<file path="config.mk">
export PLATFORM = sky130hd
export DESIGN_NAME = cnn_layer_accel_window_pooler
export DESIGN_NICKNAME = d
export VERILOG_FILES = /design/src/rtl/cnn_layer_accel_window_pooler.sv
export SDC_FILE = /design/constraint.sdc
export NUM_CORES = 2
export LEC_CHECK = 0
export ABC_AREA = 1
export BUFFER_PORTS_ARGS = -buffer_cell sky130_fd_sc_hd__buf_2
export CAP_MARGIN = 20
export CORE_UTILIZATION = 47
export CTS_CLUSTER_SIZE = 12
export DETAILED_ROUTE_END_ITERATION = 8
export PLACE_DENSITY = 0.63
export SLEW_MARGIN = 20
export SYNTH_ARGS = -nofsm -noshare
export SYNTH_HDL_FRONTEND = slang
export SYNTH_MEMORY_MAX_BITS = 65536
export SYNTH_SLANG_ARGS = --single-unit
</file>
<file path="constraint.sdc">
create_clock -name clk -period 34.2 [get_ports clk]
set_input_delay 1.71 -clock clk [delete_from_list [all_inputs] [get_ports clk]]
set_output_delay 1.71 -clock clk [all_outputs]
set_load 0.05 [all_outputs]
</file>
<file path="src/rtl/cnn_layer_accel_window_pooler.sv">
// Streaming k x k (k=2/3) max/min window pooler over one raster-order channel.
// Two line buffers plus per-row tap registers feed a registered valid/ready output.
//
// state | meaning
// IDLE  | waiting for an opcode; illegal geometry is accepted but never leaves IDLE
// RUN   | consuming W*H pixels, emitting a result per completed window
// FLUSH | all pixels taken, waiting for the output register to drain
module cnn_layer_accel_window_pooler #(
   parameter int C_DATAIN_WIDTH  = 16,
   parameter int C_MAX_IMG_WIDTH = 128
) (
   input  logic                      clk,
   input  logic                      rst,
   input  logic [63:0]               opcode,
   input  logic                      opcode_valid,
   output logic                      opcode_accept,
   input  logic [C_DATAIN_WIDTH-1:0] datain,
   input  logic                      datain_valid,
   output logic                      datain_ready,
   output logic [C_DATAIN_WIDTH-1:0] dataout,
   output logic                      dataout_valid,
   input  logic                      dataout_ready,
   output logic                      dataout_last,
   output logic                      busy,
   output logic                      cfg_error
);
   localparam int DW = C_DATAIN_WIDTH;
   localparam int CW = (C_MAX_IMG_WIDTH > 1) ? $clog2(C_MAX_IMG_WIDTH) : 1;
   // taps 0,1 = current row (c, c-1), 3,4 = previous row (c, c-1)
   localparam logic [8:0] K2_TAPS = 9'b000011011;

   typedef enum logic [1:0] {IDLE, RUN, FLUSH} state_t;

   state_t          state, state_nxt;
   logic [15:0]     cfg_w, cfg_h;
   logic            cfg_k3, cfg_s2, cfg_sgn, cfg_min;
   logic [15:0]     col, row;
   logic [DW-1:0]   lb0 [C_MAX_IMG_WIDTH];
   logic [DW-1:0]   lb1 [C_MAX_IMG_WIDTH];
   logic [DW-1:0]   win0 [2];
   logic [DW-1:0]   win1 [2];
   logic [DW-1:0]   win2 [2];
   logic [DW-1:0]   taps [9];
   logic [DW-1:0]   red;
   logic [CW-1:0]   col_idx;
   logic [15:0]     km1, w_span, h_span, last_c, last_r;
   logic            op_legal, xfer, row_ok, col_ok, win_done, win_last, frame_end;
   logic            unused_opcode_bits;

   assign unused_opcode_bits = &{1'b0, opcode[63:36]};

   function automatic logic wins(input logic [DW-1:0] a, input logic [DW-1:0] b,
                                 input logic sgn, input logic mn);
      logic gt, lt;
      gt = sgn ? ($signed(a) > $signed(b)) : (a > b);
      lt = sgn ? ($signed(a) < $signed(b)) : (a < b);
      return mn ? lt : gt;
   endfunction

   assign op_legal = (opcode[15:0] != 16'd0) && (opcode[31:16] != 16'd0) &&
                     (opcode[15:0] <= 16'(C_MAX_IMG_WIDTH));
   assign xfer     = datain_valid & datain_ready;
   assign col_idx  = col[CW-1:0];
   assign km1      = cfg_k3 ? 16'd2 : 16'd1;

   // (r-(k-1)) is even exactly when r has the same parity as k-1
   assign row_ok   = (row >= km1) && (!cfg_s2 || (row[0] == ~cfg_k3));
   assign col_ok   = (col >= km1) && (!cfg_s2 || (col[0] == ~cfg_k3));
   assign win_done = xfer & row_ok & col_ok;

   assign w_span   = cfg_w - km1 - 16'd1;
   assign h_span   = cfg_h - km1 - 16'd1;
   assign last_c   = km1 + (cfg_s2 ? {w_span[15:1], 1'b0} : w_span);
   assign last_r   = km1 + (cfg_s2 ? {h_span[15:1], 1'b0} : h_span);
   assign win_last = (row == last_r) && (col == last_c);
   assign frame_end = xfer && (col == cfg_w - 16'd1) && (row == cfg_h - 16'd1);

   always_comb begin
      taps[0] = datain;
      taps[1] = win0[0];
      taps[2] = win0[1];
      taps[3] = lb0[col_idx];
      taps[4] = win1[0];
      taps[5] = win1[1];
      taps[6] = lb1[col_idx];
      taps[7] = win2[0];
      taps[8] = win2[1];
      red = datain;
      for (int i = 1; i < 9; i++) begin
         if ((cfg_k3 || K2_TAPS[i]) && wins(taps[i], red, cfg_sgn, cfg_min))
            red = taps[i];
      end
   end

   always_ff @(posedge clk) begin
      if (rst) state <= IDLE;
      else     state <= state_nxt;
   end

   always_comb begin
      state_nxt = state;
      case (state)
         IDLE:    if (opcode_valid && op_legal) state_nxt = RUN;
         RUN:     if (frame_end) state_nxt = FLUSH;
         FLUSH:   if (!dataout_valid || dataout_ready) state_nxt = IDLE;
         default: state_nxt = IDLE;
      endcase
   end

   always_comb begin
      opcode_accept = 1'b0;
      datain_ready  = 1'b0;
      busy          = 1'b0;
      case (state)
         IDLE:    opcode_accept = opcode_valid;
         RUN:     begin
                     datain_ready = !dataout_valid || dataout_ready;
                     busy         = 1'b1;
                  end
         default: busy = 1'b1;
      endcase
   end

   always_ff @(posedge clk) begin
      if (rst) begin
         cfg_w         <= '0;
         cfg_h         <= '0;
         cfg_k3        <= 1'b0;
         cfg_s2        <= 1'b0;
         cfg_sgn       <= 1'b0;
         cfg_min       <= 1'b0;
         cfg_error     <= 1'b0;
         col           <= '0;
         row           <= '0;
         dataout       <= '0;
         dataout_valid <= 1'b0;
         dataout_last  <= 1'b0;
      end else begin
         if (opcode_accept) begin
            cfg_w     <= opcode[15:0];
            cfg_h     <= opcode[31:16];
            cfg_k3    <= opcode[32];
            cfg_s2    <= opcode[33];
            cfg_sgn   <= opcode[34];
            cfg_min   <= opcode[35];
            cfg_error <= !op_legal;
            col       <= '0;
            row       <= '0;
         end else if (xfer) begin
            if (col == cfg_w - 16'd1) begin
               col <= '0;
               row <= row + 16'd1;
            end else begin
               col <= col + 16'd1;
            end
         end
         if (win_done) begin
            dataout       <= red;
            dataout_valid <= 1'b1;
            dataout_last  <= win_last;
         end else if (dataout_ready) begin
            dataout_valid <= 1'b0;
            dataout_last  <= 1'b0;
         end
      end
   end

   // Rows above k-1 never reach a window, so stale buffer contents are harmless.
   always_ff @(posedge clk) begin
      if (xfer) begin
         lb0[col_idx] <= datain;
         lb1[col_idx] <= lb0[col_idx];
         win0[1]      <= win0[0];
         win0[0]      <= datain;
         win1[1]      <= win1[0];
         win1[0]      <= lb0[col_idx];
         win2[1]      <= win2[0];
         win2[0]      <= lb1[col_idx];
      end
   end

endmodule

</file>
==> impl_metrics.yaml <==
status:
  status: "complete, no violations"
detailed_routing:
  drtIter0Drc: 15930
  drtAntennaViolNets: 0
  wl_per_cell_um: 27.44
  vias_per_cell: 6.116
  routed_wl_mm: 524.0
  vias: 116800
  post-route-drc-count: 0
  dr.pass1.iters: 7
worst_setup_path:
  path_buf_inv: 16
  arrival_ns: 22.18
  r2r_slack_ns: 12.94
  worstSetupPathType: "flop to flop"
  critPathRequiredTime_ns: 35.11
  crit_fanout: 171
  crit_path_end_kind: "flop"
  slowest_delay_ns: 0.68
  start_kind: "flop"
  slowest_stage: "nand2_4"
  path_common_cell: "nand2_1"
  cp_top_family: "compound AO/OA/AOI/OAI gates"
yosys:
  synth_edf_count: 4192
  ys_warn_count: 0
  ys_ff_latch: 4288
  synth.cell_area_um2: 174100
  synthFlopType: "edfxtp_1"
  synth_nets: 14200
  async_flop_share_pct: 0
  netlist_instances: 13970
  syn_avg_cell_area_um2: 12.46
  synth_cell_type_count: 55
  ys_seq_area_share_pct: 73.41
power:
  power.leakage_nw: 63.25
  irDropWorstVdd_mv: 0.03876
  powerDensity_nw_per_um2: 53.30
grt:
  grt_overflow_total: 0
  grt_first_pass_wirelength_mm: 747.5
  antenna_found_initial: 37
  grt_max_degree: 173
  grt_use_total_pct: 27.37
  grt_pass1_vias: 106600
floorplan:
  rows: 223
  io_pins: 107
  dieHeight_um: 610.6
  die_w_um: 610.6
  start_util_pct: 47.20
  core_region_area_um2: 368900
  dieArea_um2: 372800
clock_network:
  numCtsBuffers: 427
  clockBufferDepth: 4
  root_buffer: "clkbuf_16"
  holdBufCountCts: 0
  post_cts_buffers: 0
  ctsResizeCount: 0
  tritoncts: "built"
  cts_sinks: 4288
  clk_pin_slew_ns: 0.06
  clkLatencyLatePin_ns: 0.99
  htree_levels: 5
place:
  io_buffers: 78
  detailed_place_hpwl_mm: 280.2
  place_ws_ns: 12.51
  gp_congestion: 0.8748
  dpl-instance-area_um2: 181100
sta:
  finalHoldViolations: 0
  whs_ns: 0.4540
  fin_tns_setup_ns: 0
  setup_viol: 0
  post-route-min-period_ns: 21.26
  clock.fmax_ghz: 0.04703
  finalWorstSetupSlack_ns: 12.94
  worst_slew_pin_slew_ns: 1.355
  rsz0062_at_grt: "no"
  fin_skew_ns: 0.05392
  relSlewSlack_pct: 8.873
  drv_slew: 0
  timing.final.crit_share_pct: 62.17
final_layout:
  layout.nets: 14090
  syn_to_final_growth_pct: 11.10
  drive_above_1_share_pct: 8.181
  fillers: 31000
  finalInstanceArea_um2: 193400
flow_run:
  cap_viol_max_count: 0
hold_path:
  min_path_type: "flop to flop"
-- final timing paths --
check / from / end / cells after the start
max: flop / dataout[8] / 91
min: win1[0][0] / win1[0][16] / 0
max reg2reg: flop / dataout[8] / 91
min reg2reg: win1[0][0] / win1[0][16] / 0
-- Yosys cell counts (23+ instances only) --
library cell | count | area share [%]
nand2_1 | 761 | 1.6
inv_1 | 240 | 0.52
xnor2_1 | 35 | 0.18
clkbuf_1 | 880 | 1.9
nand3_1 | 344 | 0.99
a21oi_1 | 127 | 0.37
dfxtp_1 | 96 | 1.1
o21ai_0 | 2607 | 7.5
ha_1 | 132 | 0.95
xor2_1 | 85 | 0.43
edfxtp_1 | 4192 | 72
nand4_1 | 51 | 0.18
buf_1 | 31 | 0.067
o22ai_1 | 1190 | 4.3
nor4_1 | 23 | 0.083
nor3_1 | 37 | 0.11
o32ai_1 | 60 | 0.30
buf_2 | 35 | 0.10
nor2_1 | 2849 | 6.1
-- sequential cells by signal, indices dropped and copies added (netlist names), named ones only --
| signal | count |
|---|---|
| cfg_error | 1 |
| cfg_h | 16 |
| cfg_k3 | 1 |
| cfg_min | 1 |
| cfg_s2 | 1 |
| cfg_sgn | 1 |
| cfg_w | 16 |
| col | 16 |
| dataout | 16 |
| dataout_last | 1 |
| dataout_valid | 1 |
| lb0 | 2048 |
| lb1 | 2048 |
| row | 16 |
| state | 2 |
| win0 | 32 |
| win1 | 32 |
| win2 | 32 |
-- report_power, final --
| group | internal [mW] | switching [mW] |
|---|---|---|
| Sequential | 5.72 | 0.00535 |
| Clock | 2.34 | 1.93 |
| Combinational | 0.0966 | 0.215 |
-- cell usage in the layout (no fill, tap or decap), types with 125 or more instances in the layout --
| cell type | instances |
|---|---|
| a21oi_1 | 127 |
| buf_4 | 351 |
| clkbuf_1 | 128 |
| clkbuf_16 | 430 |
| edfxtp_1 | 4192 |
| ha_1 | 132 |
| inv_1 | 235 |
| nand2_1 | 751 |
| nand3_1 | 337 |
| nor2_1 | 2724 |
| nor2_4 | 125 |
| o21ai_0 | 2606 |
| o22ai_1 | 1190 |
-- metrics by stage --
| step | util (%) | instances | total power, mW |
|---|---|---|---|
| 4_1_cts | 52.41 | 19080 | 10.34 |
| 2_1_floorplan | - | 13970 | 6.037 |
| 3_5_place_dp | 49.09 | 18390 | 6.145 |
| 3_3_place_gp | 49.09 | 18390 | 6.144 |
| 6_report | 52.43 | 19100 | 10.31 |
| 5_1_grt | 52.42 | 19080 | 10.57 |
-- worst register-to-register path: cells and delay by family (launching register included) --
| family | cells | cell delay (ns) |
|---|---|---|
| simple gates | 43 | 6.35 |
| flops | 1 | 0.52 |
| xor+xnor | 1 | 0.18 |
| compound gates | 25 | 6.50 |
| fa+ha+maj | 6 | 1.86 |
| buf+inv | 16 | 5.79 |
-- cell type report --
type                       count  area (um2)  share of cell area, %
antenna                       16       40.04                0.02070
clock buffer                 562       11280                  5.831
clock inverter               127       959.7                 0.4962
inverter                     254       993.5                 0.5137
multi-input combinational   8467       42770                  22.12
sequential                  4288      127800                  66.09
tap                         4950        6193                  3.202
timing repair buffer         433        3344                  1.729
-- metal layers --
layer / up-vias / track usage, % / share of wire [%]
li1: 51390 / - / -
met1: 58160 / 39.01 / 40
met2: 6316 / 41.64 / 44
met3: 924 / 5.465 / 11
met4: 6 / 10.30 / 4.1
met5: - / 0 / 0.0059
-- logic make-up after synthesis --
family / Yosys count / share of synthesized area, %
AND/OR/NAND/NOR: 4146 / 9.478
buffers and inverters: 1219 / 2.705
XOR/XNOR: 120 / 0.6037
AO/OA/AOI/OAI: 4065 / 12.81
adder cells (fa/ha/maj): 136 / 0.9947
flip-flops: 4288 / 73.41
Note: power is estimated with default switching activity, not from simulation.
